**config.mk**
```make
export PLATFORM = sky130hd
export DESIGN_NAME = redirect_ctrl_flat
export DESIGN_NICKNAME = d
export VERILOG_FILES = /design/src/rtl/redirect_ctrl_pkg.sv /design/src/rtl/redirect_ctrl_if.sv /design/src/rtl/redirect_ctrl_seu_regs.sv /design/src/rtl/redirect_ctrl.sv /design/src/flat_wrapper.sv
export SDC_FILE = /design/constraint.sdc
export NUM_CORES = 1
export LEC_CHECK = 0
export ABC_AREA = 1
export BUFFER_PORTS_ARGS = -buffer_cell sky130_fd_sc_hd__buf_4
export CAP_MARGIN = 25
export CORE_AREA = 4 4 100 102
export CTS_CLUSTER_SIZE = 20
export DETAILED_ROUTE_END_ITERATION = 7
export DIE_AREA = 0 0 104 106
export PLACE_DENSITY = 0.75
export SLEW_MARGIN = 40
export SYNTH_ARGS = -nofsm -noshare
export SYNTH_HDL_FRONTEND = slang
export SYNTH_SLANG_ARGS = --single-unit
```
**constraint.sdc**
```tcl
create_clock -name s_clk_i -period 1.6 [get_ports s_clk_i]
set_input_delay 0.08 -clock s_clk_i [delete_from_list [all_inputs] [get_ports s_clk_i]]
set_output_delay 0.08 -clock s_clk_i [all_outputs]
set_load 0.02 [all_outputs]
```
**src/rtl/redirect_ctrl_pkg.sv**
```systemverilog
// Shared types for the redirect controller: redirect causes and controller states.
package p_hardisc;

  typedef enum logic [2:0] {
    RC_BOOT   = 3'd0,
    RC_RSTPP  = 3'd1,
    RC_EXC    = 3'd2,
    RC_MRET   = 3'd3,
    RC_INT    = 3'd4,
    RC_MAXRST = 3'd5
  } red_cause;

  typedef enum logic [1:0] {
    RDS_BOOT = 2'd0,
    RDS_IDLE = 2'd1,
    RDS_PEND = 2'd2
  } red_state;

endpackage

```
**src/rtl/redirect_ctrl_if.sv**
```systemverilog
// Redirect handshake towards fetch: controller drives valid/addr/cause, fetch returns ready.
interface redirect_ctrl_if;
  logic                s_red_valid_o;
  logic [31:0]         s_red_addr_o;
  p_hardisc::red_cause s_red_cause_o;
  logic                s_red_ready_i;

  modport master (output s_red_valid_o, output s_red_addr_o, output s_red_cause_o,
                  input  s_red_ready_i);
  modport slave  (input  s_red_valid_o, input  s_red_addr_o, input  s_red_cause_o,
                  output s_red_ready_i);
endinterface

```
**src/rtl/redirect_ctrl_seu_regs.sv**
```systemverilog
// Labelled state register with asynchronous active-low reset to a fixed value.
module seu_regs #(
  parameter string        LABEL   = "",
  parameter int           W       = 1,
  parameter logic [W-1:0] RST_VAL = '0
) (
  input  logic         s_clk_i,
  input  logic         s_resetn_i,
  input  logic [W-1:0] s_d_i,
  output logic [W-1:0] s_q_o
);
  logic [W-1:0] data_q;

  // The label names the register for fault-injection tooling; a missing one is kept visible here.
  if (LABEL == "") begin : g_unlabeled
  end

  always_ff @(posedge s_clk_i or negedge s_resetn_i) begin
    if (!s_resetn_i) data_q <= RST_VAL;
    else             data_q <= s_d_i;
  end

  assign s_q_o = data_q;
endmodule

```
**src/rtl/redirect_ctrl.sv**
```systemverilog
// Arbitrates CSR redirect events, registers the winning target and hands it to fetch;
// counts consecutive pipeline restarts and escalates to a boot restart at the limit.
module redirect_ctrl
  import p_hardisc::*;
#(
  parameter int RST_LIMIT = 4,
  parameter int CNT_W     = $clog2(RST_LIMIT + 1)
) (
  input  logic                   s_clk_i,
  input  logic                   s_resetn_i,
  input  logic [31:0]            s_boot_add_i,
  input  logic                   s_exception_i,
  input  logic [31:0]            s_exc_trap_i,
  input  logic                   s_int_pending_i,
  input  logic [31:0]            s_int_trap_i,
  input  logic                   s_treturn_i,
  input  logic [31:0]            s_mepc_i,
  input  logic                   s_rstpp_i,
  input  logic [31:0]            s_rst_point_i,
  input  logic                   s_hrdmax_rst_i,
  input  logic                   s_retired_i,
  redirect_ctrl_if.master        s_red,
  output logic                   s_interrupted_o,
  output logic                   s_flush_o,
  output logic                   s_stall_o,
  output logic                   s_maxrst_o
);
  logic [1:0]       state_raw_q;
  logic [2:0]       cause_raw_q;
  red_state         state_q, state_d;
  red_cause         cause_q, cause_d;
  logic [31:0]      addr_q, addr_d;
  logic [CNT_W-1:0] cnt_q, cnt_d, cnt_base;
  logic             idle, cap_rstpp, cap_exc, cap_tret, cap_int, cap_any, escalate;

  assign state_q = red_state'(state_raw_q);
  assign cause_q = red_cause'(cause_raw_q);

  seu_regs #(.LABEL("RED_STATE"), .W(2), .RST_VAL(RDS_BOOT)) u_state (
    .s_clk_i, .s_resetn_i, .s_d_i(state_d), .s_q_o(state_raw_q));
  seu_regs #(.LABEL("RED_ADDR"), .W(32), .RST_VAL(32'h0)) u_addr (
    .s_clk_i, .s_resetn_i, .s_d_i(addr_d), .s_q_o(addr_q));
  seu_regs #(.LABEL("RED_CAUSE"), .W(3), .RST_VAL(RC_BOOT)) u_cause (
    .s_clk_i, .s_resetn_i, .s_d_i(cause_d), .s_q_o(cause_raw_q));
  seu_regs #(.LABEL("RED_RSTCNT"), .W(CNT_W), .RST_VAL('0)) u_cnt (
    .s_clk_i, .s_resetn_i, .s_d_i(cnt_d), .s_q_o(cnt_q));

  // Fixed priority: restart > exception > trap return > interrupt, only while idle.
  assign idle      = (state_q == RDS_IDLE);
  assign cap_rstpp = idle & s_rstpp_i;
  assign cap_exc   = idle & ~s_rstpp_i & s_exception_i;
  assign cap_tret  = idle & ~s_rstpp_i & ~s_exception_i & s_treturn_i;
  assign cap_int   = idle & ~s_rstpp_i & ~s_exception_i & ~s_treturn_i & s_int_pending_i;
  assign cap_any   = cap_rstpp | cap_exc | cap_tret | cap_int;
  assign escalate  = cap_rstpp & s_hrdmax_rst_i & ~s_retired_i &
                     (cnt_q == CNT_W'(RST_LIMIT - 1));

  always_comb begin
    cnt_base = s_retired_i ? '0 : cnt_q;
    cnt_d    = cnt_base;
    if (escalate)
      cnt_d = '0;
    else if (cap_rstpp && (cnt_base != CNT_W'(RST_LIMIT)))
      cnt_d = cnt_base + CNT_W'(1);
  end

  always_comb begin
    state_d             = state_q;
    addr_d              = addr_q;
    cause_d             = cause_q;
    s_red.s_red_valid_o = 1'b0;
    s_red.s_red_addr_o  = addr_q;
    s_red.s_red_cause_o = cause_q;
    s_stall_o           = 1'b0;
    s_flush_o           = 1'b0;
    s_interrupted_o     = 1'b0;
    s_maxrst_o          = 1'b0;
    case (state_q)
      RDS_BOOT: begin
        s_red.s_red_valid_o = 1'b1;
        s_red.s_red_addr_o  = s_boot_add_i;
        s_red.s_red_cause_o = RC_BOOT;
        s_stall_o           = 1'b1;
        if (s_red.s_red_ready_i) state_d = RDS_IDLE;
      end
      RDS_IDLE: begin
        s_interrupted_o = cap_int;
        s_maxrst_o      = escalate;
        if (cap_any) begin
          s_flush_o = 1'b1;
          state_d   = RDS_PEND;
          if (escalate) begin
            addr_d  = s_boot_add_i;
            cause_d = RC_MAXRST;
          end else if (cap_rstpp) begin
            addr_d  = s_rst_point_i;
            cause_d = RC_RSTPP;
          end else if (cap_exc) begin
            addr_d  = s_exc_trap_i;
            cause_d = RC_EXC;
          end else if (cap_tret) begin
            addr_d  = s_mepc_i;
            cause_d = RC_MRET;
          end else begin
            addr_d  = s_int_trap_i;
            cause_d = RC_INT;
          end
        end
      end
      RDS_PEND: begin
        s_red.s_red_valid_o = 1'b1;
        s_stall_o           = 1'b1;
        if (s_red.s_red_ready_i) state_d = RDS_IDLE;
      end
      default: state_d = RDS_BOOT;
    endcase
  end
endmodule

```
**src/flat_wrapper.sv**
```systemverilog
// flat-port wrapper written by rule: the top's interface ports become plain ports
module redirect_ctrl_flat import p_hardisc::*;
#(
  parameter int RST_LIMIT = 4,
  parameter int CNT_W     = $clog2(RST_LIMIT + 1)
)
  (s_clk_i, s_resetn_i, s_boot_add_i, s_exception_i, s_exc_trap_i, s_int_pending_i, s_int_trap_i, s_treturn_i, s_mepc_i, s_rstpp_i, s_rst_point_i, s_hrdmax_rst_i, s_retired_i, s_interrupted_o, s_flush_o, s_stall_o, s_maxrst_o, s_red_s_red_valid_o, s_red_s_red_addr_o, s_red_s_red_cause_o, s_red_s_red_ready_i);
  redirect_ctrl_if s_red_i ();
  input  logic s_clk_i;
  input  logic s_resetn_i;
  input  logic [31:0] s_boot_add_i;
  input  logic s_exception_i;
  input  logic [31:0] s_exc_trap_i;
  input  logic s_int_pending_i;
  input  logic [31:0] s_int_trap_i;
  input  logic s_treturn_i;
  input  logic [31:0] s_mepc_i;
  input  logic s_rstpp_i;
  input  logic [31:0] s_rst_point_i;
  input  logic s_hrdmax_rst_i;
  input  logic s_retired_i;
  output logic s_interrupted_o;
  output logic s_flush_o;
  output logic s_stall_o;
  output logic s_maxrst_o;
  output wire logic [$bits(s_red_i.s_red_valid_o)-1:0] s_red_s_red_valid_o;
  output wire logic [$bits(s_red_i.s_red_addr_o)-1:0] s_red_s_red_addr_o;
  output wire logic [$bits(s_red_i.s_red_cause_o)-1:0] s_red_s_red_cause_o;
  input wire logic [$bits(s_red_i.s_red_ready_i)-1:0] s_red_s_red_ready_i;
  assign s_red_s_red_valid_o = s_red_i.s_red_valid_o;
  assign s_red_s_red_addr_o = s_red_i.s_red_addr_o;
  assign s_red_s_red_cause_o = s_red_i.s_red_cause_o;
  assign s_red_i.s_red_ready_i = s_red_s_red_ready_i;
  redirect_ctrl #(.RST_LIMIT(RST_LIMIT), .CNT_W(CNT_W)) u_core (.s_clk_i(s_clk_i), .s_resetn_i(s_resetn_i), .s_boot_add_i(s_boot_add_i), .s_exception_i(s_exception_i), .s_exc_trap_i(s_exc_trap_i), .s_int_pending_i(s_int_pending_i), .s_int_trap_i(s_int_trap_i), .s_treturn_i(s_treturn_i), .s_mepc_i(s_mepc_i), .s_rstpp_i(s_rstpp_i), .s_rst_point_i(s_rst_point_i), .s_hrdmax_rst_i(s_hrdmax_rst_i), .s_retired_i(s_retired_i), .s_red(s_red_i), .s_interrupted_o(s_interrupted_o), .s_flush_o(s_flush_o), .s_stall_o(s_stall_o), .s_maxrst_o(s_maxrst_o));
endmodule
```
Yosys cells after proc, flatten, opt, wreduce, memory -nomap -nowiden --
Cells that the tools add are included.
Storage, ports and cells: output and inout port bits 40, register bits after elaboration 40, logic and storage cells 54, input bits 169
Cells by class: $add $sub $neg 1, equal/unequal tests 6, muxes and demuxes 21, bitwise operators 17, reduce and logical (&&, ||, !) cells 5
Operator list (number):
- 2-to-1 mux 32 bit | 5
- 2-to-1 mux 3 bit | 8
- bitwise AND 1 bit | 10
- 2-to-1 mux 1 bit | 5
- 2-to-1 mux 2 bit | 2
- inverter 1 bit | 4
- case mux 2 bit (2 select lines) | 1
- AND reduction 2 bit | 2
- adder 3 x 1 -> 3 bit (second input constant) | 1
- == test 3 x 2 -> 1 bit (second input constant) | 1
- inequality test 3 bit (second input constant) | 1
- OR 1 bit | 3
- == test 2 x 1 -> 1 bit (second input constant) | 1
- == test 2 bit (second input constant) | 1
- zero test 2 bit | 1
- inequality test 2 x 1 -> 1 bit (second input constant) | 1
- inequality test 2 bit (second input constant) | 1
- OR reduction 2 bit | 1
- logical AND 1 bit | 1

Longest topological paths before layout --
word-level depth 8, mapped depth 12

Modules after synthesis --
A second synthesis with hierarchy kept.
Second synthesis, totals: cells, all modules 713, area, all modules 4105.2 um^2
By module, submodules not included:
- redirect_ctrl | sequential area each 0.0 um^2, cells each 673, area each 3104.2 um^2, times used 1
- seu_regs (u_core.u_addr) | sequential area each 800.8 um^2, cells each 32, area each 800.8 um^2, times used 1
- seu_regs (u_core.u_cause ...) | sequential area each 75.1 um^2, cells each 3, area each 75.1 um^2, times used 2
- seu_regs (u_core.u_state) | sequential area each 50.0 um^2, cells each 2, area each 50.0 um^2, times used 1

Least setup slack after synthesis --
No wires, ideal clock.
kind register -> register, start reg u_core.u_state.data_q[0] (netlist: u_core.u_state.s_q_o[0]), end reg u_core.u_cause.data_q[1] (netlist: u_core.u_cause.s_q_o[1]), buffers on the path 1, path slack -0.009 ns, arrival time 1.467 ns, period minus slack after synthesis 1.609 ns, cell stages (with the launch flop) 11, library setup time 0.142 ns, path through dfrtp_1 inv_2 nor2_4 nand2_1 nor2_2 nand2_1 inv_2 nor2_1 buf_6 inv_1 o21ai_0
Between the ends: word-level cells in the longest chain between the ends 8, elaborated cells between the ends (all ways) 19
Ends and longest elaborated chain:
- start, declared | RTL line redirect_ctrl_seu_regs.sv:12 | logic [W-1:0] data_q;
- start signal, assigned | RTL line redirect_ctrl_seu_regs.sv:20 | else data_q <= s_d_i;
- == test 2 x 1 -> 1 bit * | RTL line redirect_ctrl.sv:49, redirect_ctrl.sv:78
- bitwise AND 1 bit | RTL line redirect_ctrl.sv:51, redirect_ctrl.sv:52, redirect_ctrl.sv:53
- bitwise AND 1 bit | RTL line redirect_ctrl.sv:52, redirect_ctrl.sv:53
- bitwise AND 1 bit | RTL line redirect_ctrl.sv:52 | assign cap_tret = idle & ~s_rstpp_i & ~s_exception_i & s_treturn_i;
- 2-to-1 mux 3 bit | RTL line redirect_ctrl.sv:101 | end else if (cap_tret) begin
- 2-to-1 mux 3 bit | RTL line redirect_ctrl.sv:98 | end else if (cap_exc) begin
- 2-to-1 mux 3 bit | RTL line redirect_ctrl.sv:95 | end else if (cap_rstpp) begin
- 2-to-1 mux 3 bit | RTL line redirect_ctrl.sv:92 | if (escalate) begin
- end signal, assigned | RTL line redirect_ctrl_seu_regs.sv:20
- end, declared | RTL line redirect_ctrl_seu_regs.sv:12
Mark *: on every way between the ends. The rest lies on a longest branch, timed or not. A chain may end at the register's enable or synchronous reset.

Worst setup path after layout --
start reg u_core.u_state.data_q[0] (netlist: u_core.u_state.s_q_o[0]), end reg u_core.u_addr.data_q[25] (netlist: u_core.u_addr.s_q_o[25])
Between the ends: word-level cells in the longest chain between the ends 8, elaborated cells between the ends (all ways) 19
Ends and longest elaborated chain (RTL line):
- == test 2 x 1 -> 1 bit * | redirect_ctrl.sv:49, redirect_ctrl.sv:78
- bitwise AND 1 bit | redirect_ctrl.sv:51, redirect_ctrl.sv:52, redirect_ctrl.sv:53
- bitwise AND 1 bit | redirect_ctrl.sv:52, redirect_ctrl.sv:53
- bitwise AND 1 bit | redirect_ctrl.sv:52
- 2-to-1 mux 32 bit | redirect_ctrl.sv:101
- 2-to-1 mux 32 bit | redirect_ctrl.sv:98
- 2-to-1 mux 32 bit | redirect_ctrl.sv:95
- 2-to-1 mux 32 bit | redirect_ctrl.sv:92
- end signal, assigned | redirect_ctrl_seu_regs.sv:20
- end, declared | redirect_ctrl_seu_regs.sv:12
Marked as above.

==> flow_summary.json <==
{
  "worst-slew-pin-transition_ns": 0.5505,
  "coreArea_um2": 9109,
  "first_global_vias": 5164,
  "period_share_pct": 115.3,
  "synthCells": 572,
  "synth_cell_types": 30,
  "period_minus_slack_ns": 1.845,
  "async_reset_ff_share_pct": 100.0,
  "dieArea_um2": 11020,
  "clockBufferDepth": 2,
  "power.internal_uw": 6876,
  "leakage_uw": 0.003734,
  "remaining_drc_errors": 0,
  "cts_tree": "yes",
  "track_usage_pct": 28.83,
  "fmax_ghz": 0.5420,
  "multi_input_area_um2": 2790,
  "clock_latency_ns": 0.30,
  "grt_pass1_wl_um": 25730,
  "rsz0062_at_grt": "true",
  "pwr-share-clk_pct": 7.4,
  "core.rowCount": 35,
  "drt_pass1_iterations": 5,
  "hold_slack_ns": 0.08762,
  "violations": "setup timing",
  "worstHoldPathType": "input pin to flip-flop",
  "synthTopCellsByArea": "dfrtp_1 28%, nand2_1 20%, nor2_1 10%",
  "grt_max_degree": 41,
  "peakVddDrop_v": 0.001137,
  "syn_nets": 743,
  "cts_root_buf": "clkbuf_8",
  "synthFlopType": "dfrtp_1",
  "outcome": "finished with violations",
  "worstPathMaxFanout": 7,
  "h-tree-depth": 2,
  "comb_power_share_pct": 77.3,
  "synth_top_area_share_pct": 28.30,
  "worst_slack_ns": -0.2452,
  "portBuffers": 208,
  "synth-seq-cells": 40,
  "crit_path_end_kind": "flip-flop",
  "finalSetupViolCount": 75,
  "initial_core_util_pct": 38.83,
  "final_core_util_pct": 77.94,
  "seq_area_um2": 1001,
  "ys_warn_count": 0,
  "antenna_cells": 0,
  "antenna_found_initial": 0,
  "maxCapViolations": 0,
  "layout.nets": 1002,
  "pin_count": 209,
  "yosys.area.top_type": "dfrtp_1",
  "final_antenna_net_count": 0,
  "drtIter0Drc": 274,
  "synth_most_common_cell": "nand2_1",
  "slew_headroom_pct": 63.30,
  "powerDensity_nw_per_um2": 1695,
  "grt-ovfl-total": 0,
  "hpwl_um": 11020,
  "die_w_um": 104,
  "synth_common_cells": "188 x nand2_1, 94 x nor2_1, 51 x nand3_1",
  "vias": 5036,
  "synthToLayoutAreaGrowth_pct": 100.7,
  "cts_num_sinks": 40,
  "drive_above_1_share_pct": 52.28,
  "ys_seq_area_share_pct": 28.30,
  "placed_area_um2": 5438,
  "start_kind": "flip-flop",
  "clock_skew_ns": 0.006329,
  "p_switching_uw": 5155,
  "drt-total-wl_um": 17410,
  "fillers": 633,
  "pre_cts_ws_ns": -0.1449,
  "arrival_ns": 2.04,
  "swShare_pct": 42.85,
  "clk_pin_slew_ns": 0.09,
  "final_cell_area_um2": 7099,
  "gp_congestion": 0.8723,
  "synth_area_um2": 3537,
  "synth_edf_count": 0,
  "drv_slew": 0,
  "numCtsBuffers": 5,
  "final-hold-violation-count": 0,
  "die_h_um": 106,
  "syn_avg_cell_area_um2": 6.184,
  "crit_required_ns": 1.79,
  "path_class": "flip-flop to flip-flop",
  "power.total_uw": 12030,
  "avgViaCountPerCell": 5.340,
  "wl_per_cell_um": 18.46,
  "p_seq_share_pct": 15.2
}
worst max-delay path, cell delays in order, from the launching register on:
cell     delay, ns
dfrtp_1       0.41
buf_4         0.16
nand2_4       0.09
nor2_4        0.05
inv_4         0.12
nand2_2       0.10
nor2_4        0.17
buf_12        0.17
buf_12        0.14
buf_16        0.15
nor2_4        0.03
nand2_1       0.06
nand2_1       0.06
repair_timing:
| item | CTS | global route |
|---|---|---|
| pin swaps | 52 | 36 |
| endpoints found under the hold margin | 41 | 0 |
| buffers inserted | 24 | 9 |
| hold buffers | 2 | 0 |
| gates cloned | 12 | 4 |
| setup endpoints to repair | 70 | 78 |
| resized for setup | 168 | 98 |
stage by stage:
stage | instances | TNS [ns]
global route | 943 | -17.22
CTS | 935 | -11.74
floorplan | 572 | 0
global placement | 889 | -0.4008
finish | 943 | -13.14
detailed placement | 889 | -2.569
path summary, 6_finish.rpt:
| kind | start | to | slack [ns] | cells after the start |
|---|---|---|---|---|
| min in group asynchronous | s_resetn_i | u_core.u_addr.s_q_o[22] | 0.31 | 2 |
| min | s_rst_point_i[22] | u_core.u_addr.s_q_o[22] | 0.09 | 5 |
| min reg2reg | u_core.u_addr.s_q_o[9] | u_core.u_addr.s_q_o[9] | 0.49 | 2 |
| max in group asynchronous | s_resetn_i | u_core.u_cnt.s_q_o[2] | 0.90 | 2 |
| max | u_core.u_state.s_q_o[0] | u_core.u_addr.s_q_o[25] | -0.25 | 12 |
| max reg2reg | u_core.u_state.s_q_o[0] | u_core.u_addr.s_q_o[25] | -0.25 | 12 |
kinds of logic after synthesis:
group	count (synthesis)	synth area share, %
buf+inv	86	10.54
compound gates	43	6.474
flops	40	28.30
fa+ha+maj	2	0.7074
mux	31	9.869
xor+xnor	1	0.2477
simple gates	369	43.86
final cells by class:
type | count | area share [%]
well taps | 111 | 1.956
inverters | 51 | 3.208
clock inverters | 3 | 0.6521
flip-flops and latches | 40 | 14.10
repair buffers | 285 | 39.65
clock buffers | 5 | 0.9693
multi-input cells | 447 | 39.30
repair inverters | 1 | 0.1586
flip-flops by register name, summed over array words and instances (netlist names):
signal                cells
u_core.u_cause.s_q_o      3
u_core.u_addr.s_q_o      32
u_core.u_cnt.s_q_o        3
u_core.u_state.s_q_o      2
placed cells by master (no fill, tap or decap), drive strengths merged, types with 2 or more instances in the layout:
master	instances
ha	2
inv	50
buf	279
dlygate4sd3	2
nand2	191
o21ai	16
nor3	2
nand4	22
clkinv	2
a21oi	23
clkbuf	9
or2	6
mux2	31
dfrtp	40
clkinvlp	2
nand3	51
nor2	98
routing by layer:
layer | wire (um) | up-vias | global-route usage, %
met5 | 0 | - | 0
met4 | 693 | 0 | 12.82
met3 | 1210 | 49 | 4.614
met2 | 8951 | 280 | 52.14
met1 | 6555 | 2358 | 33.57
li1 | - | 2349 | -
power by group through the flow:
stage | Clock, uW | Sequential (uW) | Combinational [uW]
finish | 896 | 1830 | 9300
global route | 942 | 1870 | 9810
CTS | 889 | 1750 | 8490
detailed placement | 0 | 1760 | 5810
global placement | 0 | 1740 | 5700
floorplan | 0 | 1690 | 3520
Power figures use the tool's default switching activity.
